File: src/rtl/ppu_sprite_sched.sv
// ----------------------------------------------------------------------------
// ppu_sprite_sched
//
// Frame-synchronous sprite attribute scheduler. Bus writes land in a pending
// (shadow) bank at any time. All pending entries are copied to the active bank
// in one cycle at the start of vertical blank, so the sprite display units
// never see an attribute change mid-frame.
//
// Ports:
//   clk           system clock
//   reset         asynchronous, active-high reset
//   chipselect    bus select
//   write         write strobe, qualified by chipselect
//   address       0 = sprite attribute write, 1 = control, others ignored
//   writedata     addr 0: [31:27] sprite id, [26:0] attribute
//                 addr 1: [0] freeze, [1] force_commit (one-shot)
//   hcount        pixel column (reserved, not used for triggering)
//   vcount        current line; VBLANK_LINE marks the first blanking line
//   active_attr   committed attributes, slot k at [k*ATTR_W +: ATTR_W]
//   commit_pulse  one-cycle pulse the cycle after a commit trigger
//   frame_count   number of vblank starts seen, wraps
//   drop_count    writes dropped for an invalid sprite id, saturates at 255
// ----------------------------------------------------------------------------
module ppu_sprite_sched #(
    parameter int NUM_SPRITES = 20,
    parameter int VBLANK_LINE = 480,
    parameter int ATTR_W      = 27
) (
    input  logic                          clk,
    input  logic                          reset,
    input  logic                          chipselect,
    input  logic                          write,
    input  logic [2:0]                    address,
    input  logic [31:0]                   writedata,
    input  logic [9:0]                    hcount,
    input  logic [9:0]                    vcount,
    output logic [NUM_SPRITES*ATTR_W-1:0] active_attr,
    output logic                          commit_pulse,
    output logic [15:0]                   frame_count,
    output logic [7:0]                    drop_count
);

    // State
    logic [NUM_SPRITES-1:0][ATTR_W-1:0] pending_q, pending_d;
    logic [NUM_SPRITES-1:0]             valid_q, valid_d;
    logic [NUM_SPRITES*ATTR_W-1:0]      active_q, active_d;
    logic                               freeze_q, freeze_d;
    logic                               force_q, force_d;
    logic                               vb_prev_q;
    logic                               pulse_q, pulse_d;
    logic [15:0]                        frame_q, frame_d;
    logic [7:0]                         drop_q, drop_d;

    // Decoded bus strobes
    logic       bus_wr;
    logic       attr_wr;
    logic       ctrl_wr;
    logic [4:0] wr_id;
    logic       id_ok;
    logic       vb;
    logic       vb_start;
    logic       commit;

    // hcount is reserved; fold it into a deliberately unused net.
    logic unused_hcount;
    assign unused_hcount = ^hcount;

    assign bus_wr  = chipselect && write;
    assign attr_wr = bus_wr && (address == 3'd0);
    assign ctrl_wr = bus_wr && (address == 3'd1);
    assign wr_id   = writedata[31:27];
    assign id_ok   = 32'(wr_id) < 32'(NUM_SPRITES);

    // Edge detect on the blanking line so a held vcount triggers only once.
    assign vb       = (vcount == 10'(VBLANK_LINE));
    assign vb_start = vb && !vb_prev_q;
    assign commit   = (vb_start && !freeze_q) || force_q;

    // NOTE: every variable written here gets a default first, so no path can
    // leave it unassigned and infer a latch.
    always_comb begin
        pending_d = pending_q;
        valid_d   = valid_q;
        active_d  = active_q;
        freeze_d  = freeze_q;
        force_d   = 1'b0;
        pulse_d   = commit;
        frame_d   = frame_q;
        drop_d    = drop_q;

        // Commit reads the pending bank as it was before this cycle's write.
        if (commit) begin
            for (int k = 0; k < NUM_SPRITES; k++) begin
                if (valid_q[k]) begin
                    active_d[k*ATTR_W +: ATTR_W] = pending_q[k];
                end
            end
            valid_d = '0;
        end

        // A write in the commit cycle is applied after the clear so it stays
        // pending for the next commit instead of being lost.
        if (attr_wr) begin
            if (id_ok) begin
                for (int k = 0; k < NUM_SPRITES; k++) begin
                    if (wr_id == 5'(k)) begin
                        pending_d[k] = writedata[ATTR_W-1:0];
                        valid_d[k]   = 1'b1;
                    end
                end
            end else if (drop_q != 8'hFF) begin
                drop_d = drop_q + 8'd1;
            end
        end

        if (ctrl_wr) begin
            freeze_d = writedata[0];
            force_d  = writedata[1];
        end

        if (vb_start) begin
            frame_d = frame_q + 16'd1;
        end
    end

    // NOTE: sequential state uses non-blocking assignments so every register
    // samples its _d value from before the edge, independent of block order.
    always_ff @(posedge clk or posedge reset) begin
        if (reset) begin
            // NOTE: the pending bank is reset along with its valid bits so a
            // reset mid-frame can never leak stale attributes into a commit.
            pending_q <= '0;
            valid_q   <= '0;
            active_q  <= '0;
            freeze_q  <= 1'b0;
            force_q   <= 1'b0;
            vb_prev_q <= 1'b0;
            pulse_q   <= 1'b0;
            frame_q   <= '0;
            drop_q    <= '0;
        end else begin
            pending_q <= pending_d;
            valid_q   <= valid_d;
            active_q  <= active_d;
            freeze_q  <= freeze_d;
            force_q   <= force_d;
            vb_prev_q <= vb;
            pulse_q   <= pulse_d;
            frame_q   <= frame_d;
            drop_q    <= drop_d;
        end
    end

    assign active_attr  = active_q;
    assign commit_pulse = pulse_q;
    assign frame_count  = frame_q;
    assign drop_count   = drop_q;

endmodule
File: config.mk
export PLATFORM = sky130hd
export DESIGN_NAME = ppu_sprite_sched
export DESIGN_NICKNAME = d
export VERILOG_FILES = /design/src/rtl/ppu_sprite_sched.sv
export SDC_FILE = /design/constraint.sdc
export NUM_CORES = 2
export LEC_CHECK = 0
export ABC_AREA = 1
export BUFFER_PORTS_ARGS = -buffer_cell sky130_fd_sc_hd__clkbuf_2
export CAP_MARGIN = 20
export CORE_ASPECT_RATIO = 0.8
export CORE_MARGIN = 8
export CORE_UTILIZATION = 38
export CTS_CLUSTER_DIAMETER = 80
export DETAILED_ROUTE_END_ITERATION = 12
export GPL_ROUTABILITY_DRIVEN = 0
export GPL_TIMING_DRIVEN = 0
export PLACE_DENSITY = 0.57
export SLEW_MARGIN = 20
export SYNTH_ARGS = -nofsm -noshare
export SYNTH_HDL_FRONTEND = slang
export SYNTH_SLANG_ARGS = --single-unit
File: constraint.sdc
create_clock -name clk -period 56.2 [get_ports clk]
set_clock_uncertainty 0.05 [all_clocks]
set_input_delay 16.86 -clock clk [delete_from_list [all_inputs] [get_ports clk]]
set_output_delay 16.86 -clock clk [all_outputs]
set_load 0.03 [all_outputs]
# Word level (Yosys, flattened, before mapping)
# Cells that the tools add are included.
[totals]
register_bits = 1128
output_inout_bits = 565
[classes]
addsub = 2
n_lt_le_gt_ge = 1
n_eq_ne = 22
muxes = 24
bitwise = 1
n_reduce_logical = 51
[ops]
columns = ["op", "count"]
rows = [
  ["$reduce_and A3 Y1", 21],
  ["$mux W20", 3],
  ["$eq A5 B4 Y1 const B", 8],
  ["$reduce_and A2 Y1", 20],
  ["$mux W1", 21],
  ["$eq A5 B3 Y1 const B", 4],
  ["$eq A5 B5 Y1 const B", 4],
  ["$add A16 B1 Y16 const B", 1],
  ["$eq A10 B9 Y1 const B", 1],
  ["$eq A5 B2 Y1 const B", 2],
  ["$add A8 B1 Y8 const B", 1],
  ["$ne A8 B8 Y1 const B", 1],
  ["$eq A5 B1 Y1 const B", 1],
  ["$logic_and A1 B1 Y1", 5],
  ["$logic_not A5 Y1", 1],
  ["$lt A5 B5 Y1 const B", 1],
  ["$eq A3 B1 Y1 const B", 1],
  ["$logic_not A3 Y1", 1],
  ["$logic_not A1 Y1", 2],
  ["$logic_or A1 B1 Y1", 1],
  ["$not A1 Y1", 1],
]

# Logic depth before layout (Yosys ltp)
[depth]
ltp_word = 8
ltp_mapped = 11
ltp_nobuf = 9

# Least setup slack after synthesis
# OpenSTA, ideal clock, no wires.
[synth_path]
path_kind = "input to register"
start = "input vcount[3]"
end = "register active_q[100], in the netlist active_attr[100]"
t_arrival_ns = 17.894
path_slack_ns = 38.139
stages = 10
path_buffers = 2
path_cell_list = "nor2_2 > nand3_2 > nor2_4 > nand3_2 > nand2_4 > buf_4 > nand2_2 > buf_2 > nand2_1 > nand2_1"
[synth_between]
elab_chain_cells = 5
[synth_lines]
columns = ["element", "line_no", "rtl"]
rows = [
  ["start: declaration", "36", "input logic [9:0] vcount,"],
  ["$eq A10 B9 Y1", "75", "assign vb = (vcount == 10'(VBLANK_LINE));"],
  ["named net vb", "60", "logic vb;"],
  ["$logic_and A1 B1 Y1", "76", "assign vb_start = vb && !vb_prev_q;"],
  ["$logic_and A1 B1 Y1", "77", "assign commit = (vb_start && !freeze_q) || force_q;"],
  ["$logic_or A1 B1 Y1", "77", ""],
  ["$reduce_and A2 Y1 (no line)", "-", ""],
  ["end signal: assignment", "144", "active_q <= active_d;"],
  ["end: declaration", "46", "logic [NUM_SPRITES*ATTR_W-1:0] active_q, active_d;"],
]
# The timed path passes the listed nets, and every way through them passes these cells.
# A chain may end at the register's enable or synchronous reset.

==> metrics.csv <==
stage,metric,value,unit
detailed_routing,vias_per_cell,5.11,
logic_synthesis,ys.warnings.count,0,
logic_synthesis,synth_cells,4485,
detailed_routing,post_drt_wl_per_cell,22.8,um
sta,finalHoldWorstSlack,0.417,ns
worst_setup_path,critical_path.startpoint_type,input port,
floorplan,io_pins,624,
floorplan,start_util,38.3,%
detailed_routing,vias,34900,
clock_network,cts_buffers,112,
grt,grt_pass1_vias,34300,
pwr,powerDensity,32.0,nW/um2
layout,drive_gt1_share,18.9,%
pwr,p_leak,28.0,nW
clock_network,cts_setup_buffers,0,
worst_setup_path,critPathLaunch,reset,
place,post-place-ws,36.56,ns
clock_network,cts.sinks,1128,
worst_setup_path,rrSetupSlack,54.13,ns
logic_synthesis,syn_area,43000,um2
sta,slew_headroom,22.6,%
grt,grt_usage,24.7,%
worst_setup_path,slowest_delay,0.41,ns
layout,nets,5287,
detailed_routing,drcViolationCount,0,
worst_setup_path,worstPathCellList,clkbuf_2 > inv_8 > buf_16 > buf_16 > buf_16 > buf_16 > buf_16,
place,hpwl,109000,um
floorplan,fp.coreArea,112000,um2
clock_network,clk_pin_slew,0.06,ns
grt,antenna_found_initial,34,
floorplan,die_area,124000,um2
worst_setup_path,path_depth,7,
pwr,ir_drop,0.0234,mV
clock_network,cts_hold_buf,0,
logic_synthesis,yosysTopAreaCellShare,65.6,%
hold_path,hp-class,flop to flop,
grt,grt_max_degree,105,
worst_setup_path,cp.buffers_inverters,7,
sta,finalSetupViolations,0,
layout,final_util,46.4,%
sta,worstMarginPinSlew,1.16,ns
worst_setup_path,path_class,input port to asynchronous set/reset pin,
grt,grt_first_pass_wirelength,230000,um
sta,fin_ws,37.42,ns
pwr,total_power,0.00167,W
worst_setup_path,path_common_cell,buf_16,
clock_network,clockRootBuffer,clkbuf_16,
worst_setup_path,crit_path_end_kind,asynchronous set/reset pin,
worst_setup_path,r2r-start,vb_prev_q,
sta,report.final.slew_viol_count,0,
clock_network,cts_buffer_depth,3,
place,dp_cells,6624,
floorplan,rows,110,
worst_setup_path,crit_required,57.00,ns
detailed_routing,drt_iter0_markers,3115,
logic_synthesis,async_flop_share,100,%
logic_synthesis,ys_types,31,
floorplan,die_h,317,um
worst_setup_path,crit_path_max_fanout,102,
hold_path,min_from,active_attr[18],
logic_synthesis,ys.flop_type,dfrtp_1,
logic_synthesis,yosysSeqAreaShare,65.6,%
flow_run,maxCapViolations,0,
detailed_routing,wl,156000,um
logic_synthesis,ys_ff_latch,1128,
logic_synthesis,synth_fp_nets,4546,
worst_setup_path,timing.rr.end,active_attr[262],
clock_network,htreeDepth,3,
sta,fmax,53.3,MHz
logic_synthesis,avgSynthCellArea,9.60,um2
sta,hold_viol,0,
worst_setup_path,worstPathArrival,19.58,ns
status,outcome,finished clean,
worst_setup_path,cp_top_family,buffers and inverters,
layout,synthToLayoutAreaGrowth,21.3,%
worst_setup_path,critPathCapture,pending_q[412],
logic_synthesis,synth_area_leaders,"dfrtp_1 66%, nand2_1 15%, nand3_1 6.4%",
worst_setup_path,cp_slowest_cell,buf_16,
hold_path,worstHoldPathCells,2,
sta,post-route-period-util,33.4,%
sta,fin_crit,18.78,ns
worst_setup_path,rr_worst_depth,7,
floorplan,die_w,392,um
detailed_routing,ant_nets,0,
detailed_routing,drt-pass1-iter-count,6,
logic_synthesis,yosys.area.top_type,dfrtp_1,
grt,grt_overflow,0,
sta,rsz0062_at_grt,no,
layout,finalNonFillerCells,6833,
clock_network,clk_latency,0.73,ns
clock_network,cts_resized,0,
place,port_buffers,613,
clock_network,cts_tree,done,
logic_synthesis,synth-edff-count,0,
routing by layer:
metal / track usage [%] / up-vias / share of wire (%)
met2: 38.9 / 1151 / 46
met4: 8.14 / 4 / 3.7
li1: - / 16000 / -
met3: 5.20 / 271 / 7.4
met1: 34.0 / 17500 / 43
met5: 0 / - / 0.018
sequential cells by signal, indices dropped and copies added, names as in the netlist:
name          cells
frame_count      16
valid_q          20
active_attr     540
vb_prev_q         1
freeze_q          1
drop_count        8
commit_pulse      1
pending_q       540
force_q           1
cell usage after synthesis, types with 2 or more instances:
| library cell | n |
|---|---|
| nand2_1 | 1735 |
| dfrtp_1 | 1128 |
| nand3_1 | 551 |
| o21ai_0 | 513 |
| clkbuf_1 | 176 |
| inv_1 | 108 |
| buf_2 | 72 |
| o21ai_1 | 40 |
| buf_6 | 34 |
| nand2_2 | 33 |
| nor2_1 | 24 |
| xor2_1 | 11 |
| buf_8 | 10 |
| xnor2_1 | 7 |
| nor2_4 | 6 |
| nor3_1 | 6 |
| nand3_2 | 5 |
| nand4_1 | 5 |
| nor2_2 | 5 |
| inv_2 | 3 |
| ha_1 | 2 |
| nand2_4 | 2 |
area by class of cell:
cell class	count	area, um2
clock inverters	33	438
inverters	112	433
plain buffers	295	1610
fillers	11000	60200
flip-flops and latches	1128	28200
well taps	1512	1890
clock buffers	168	3340
repair buffers	627	3420
diodes	8	20.0
multi-input cells	2950	12800
logic make-up after synthesis:
kind of cell	share of synthesized area (%)
AND/OR/NAND/NOR	22.9
flip-flops	65.6
AO/OA/AOI/OAI	6.43
buffers and inverters	4.67
XOR/XNOR	0.366
adder cells (fa/ha/maj)	0.0581
per-stage QoR:
stage	cell area (um2)	setup TNS [ns]
finish	52200	0
global route	52200	0
CTS	52200	0
detailed placement	48400	0
global placement	48000	-6123.73
floorplan	43000	0
power breakdown:
part	internal, W	switching (W)
registers	0.000824	0.00000748
logic	0.0000130	0.0000537
clock network	0.000440	0.000335
worst min path at each step:
stage	to	slack, ns
2_1_floorplan	freeze_q	0.40
3_3_place_gp	active_attr[207]	0.41
3_5_place_dp	active_attr[150]	0.41
4_1_cts	active_attr[256]	0.42
5_1_grt	active_attr[269]	0.44
6_report	active_attr[18]	0.42
cells in the final DEF (no fill, tap or decap), drive strengths merged, types with 2 or more instances in the layout:
| master | count |
|---|---|
| clkbuf | 957 |
| xnor2 | 7 |
| inv | 116 |
| buf | 133 |
| nand4 | 7 |
| nor2 | 35 |
| o21ai | 553 |
| clkinv | 22 |
| ha | 2 |
| nor3 | 7 |
| nand2 | 1770 |
| xor2 | 11 |
| dfrtp | 1128 |
| nand3 | 556 |
| bufinv | 6 |
| diode | 8 |
worst min-delay path: cells and delay by family, from the launching register on:
family	cells	cell delay [ns]
simple gates	2	0.09
flops	1	0.34
Note: power is estimated with default switching activity, not from simulation.
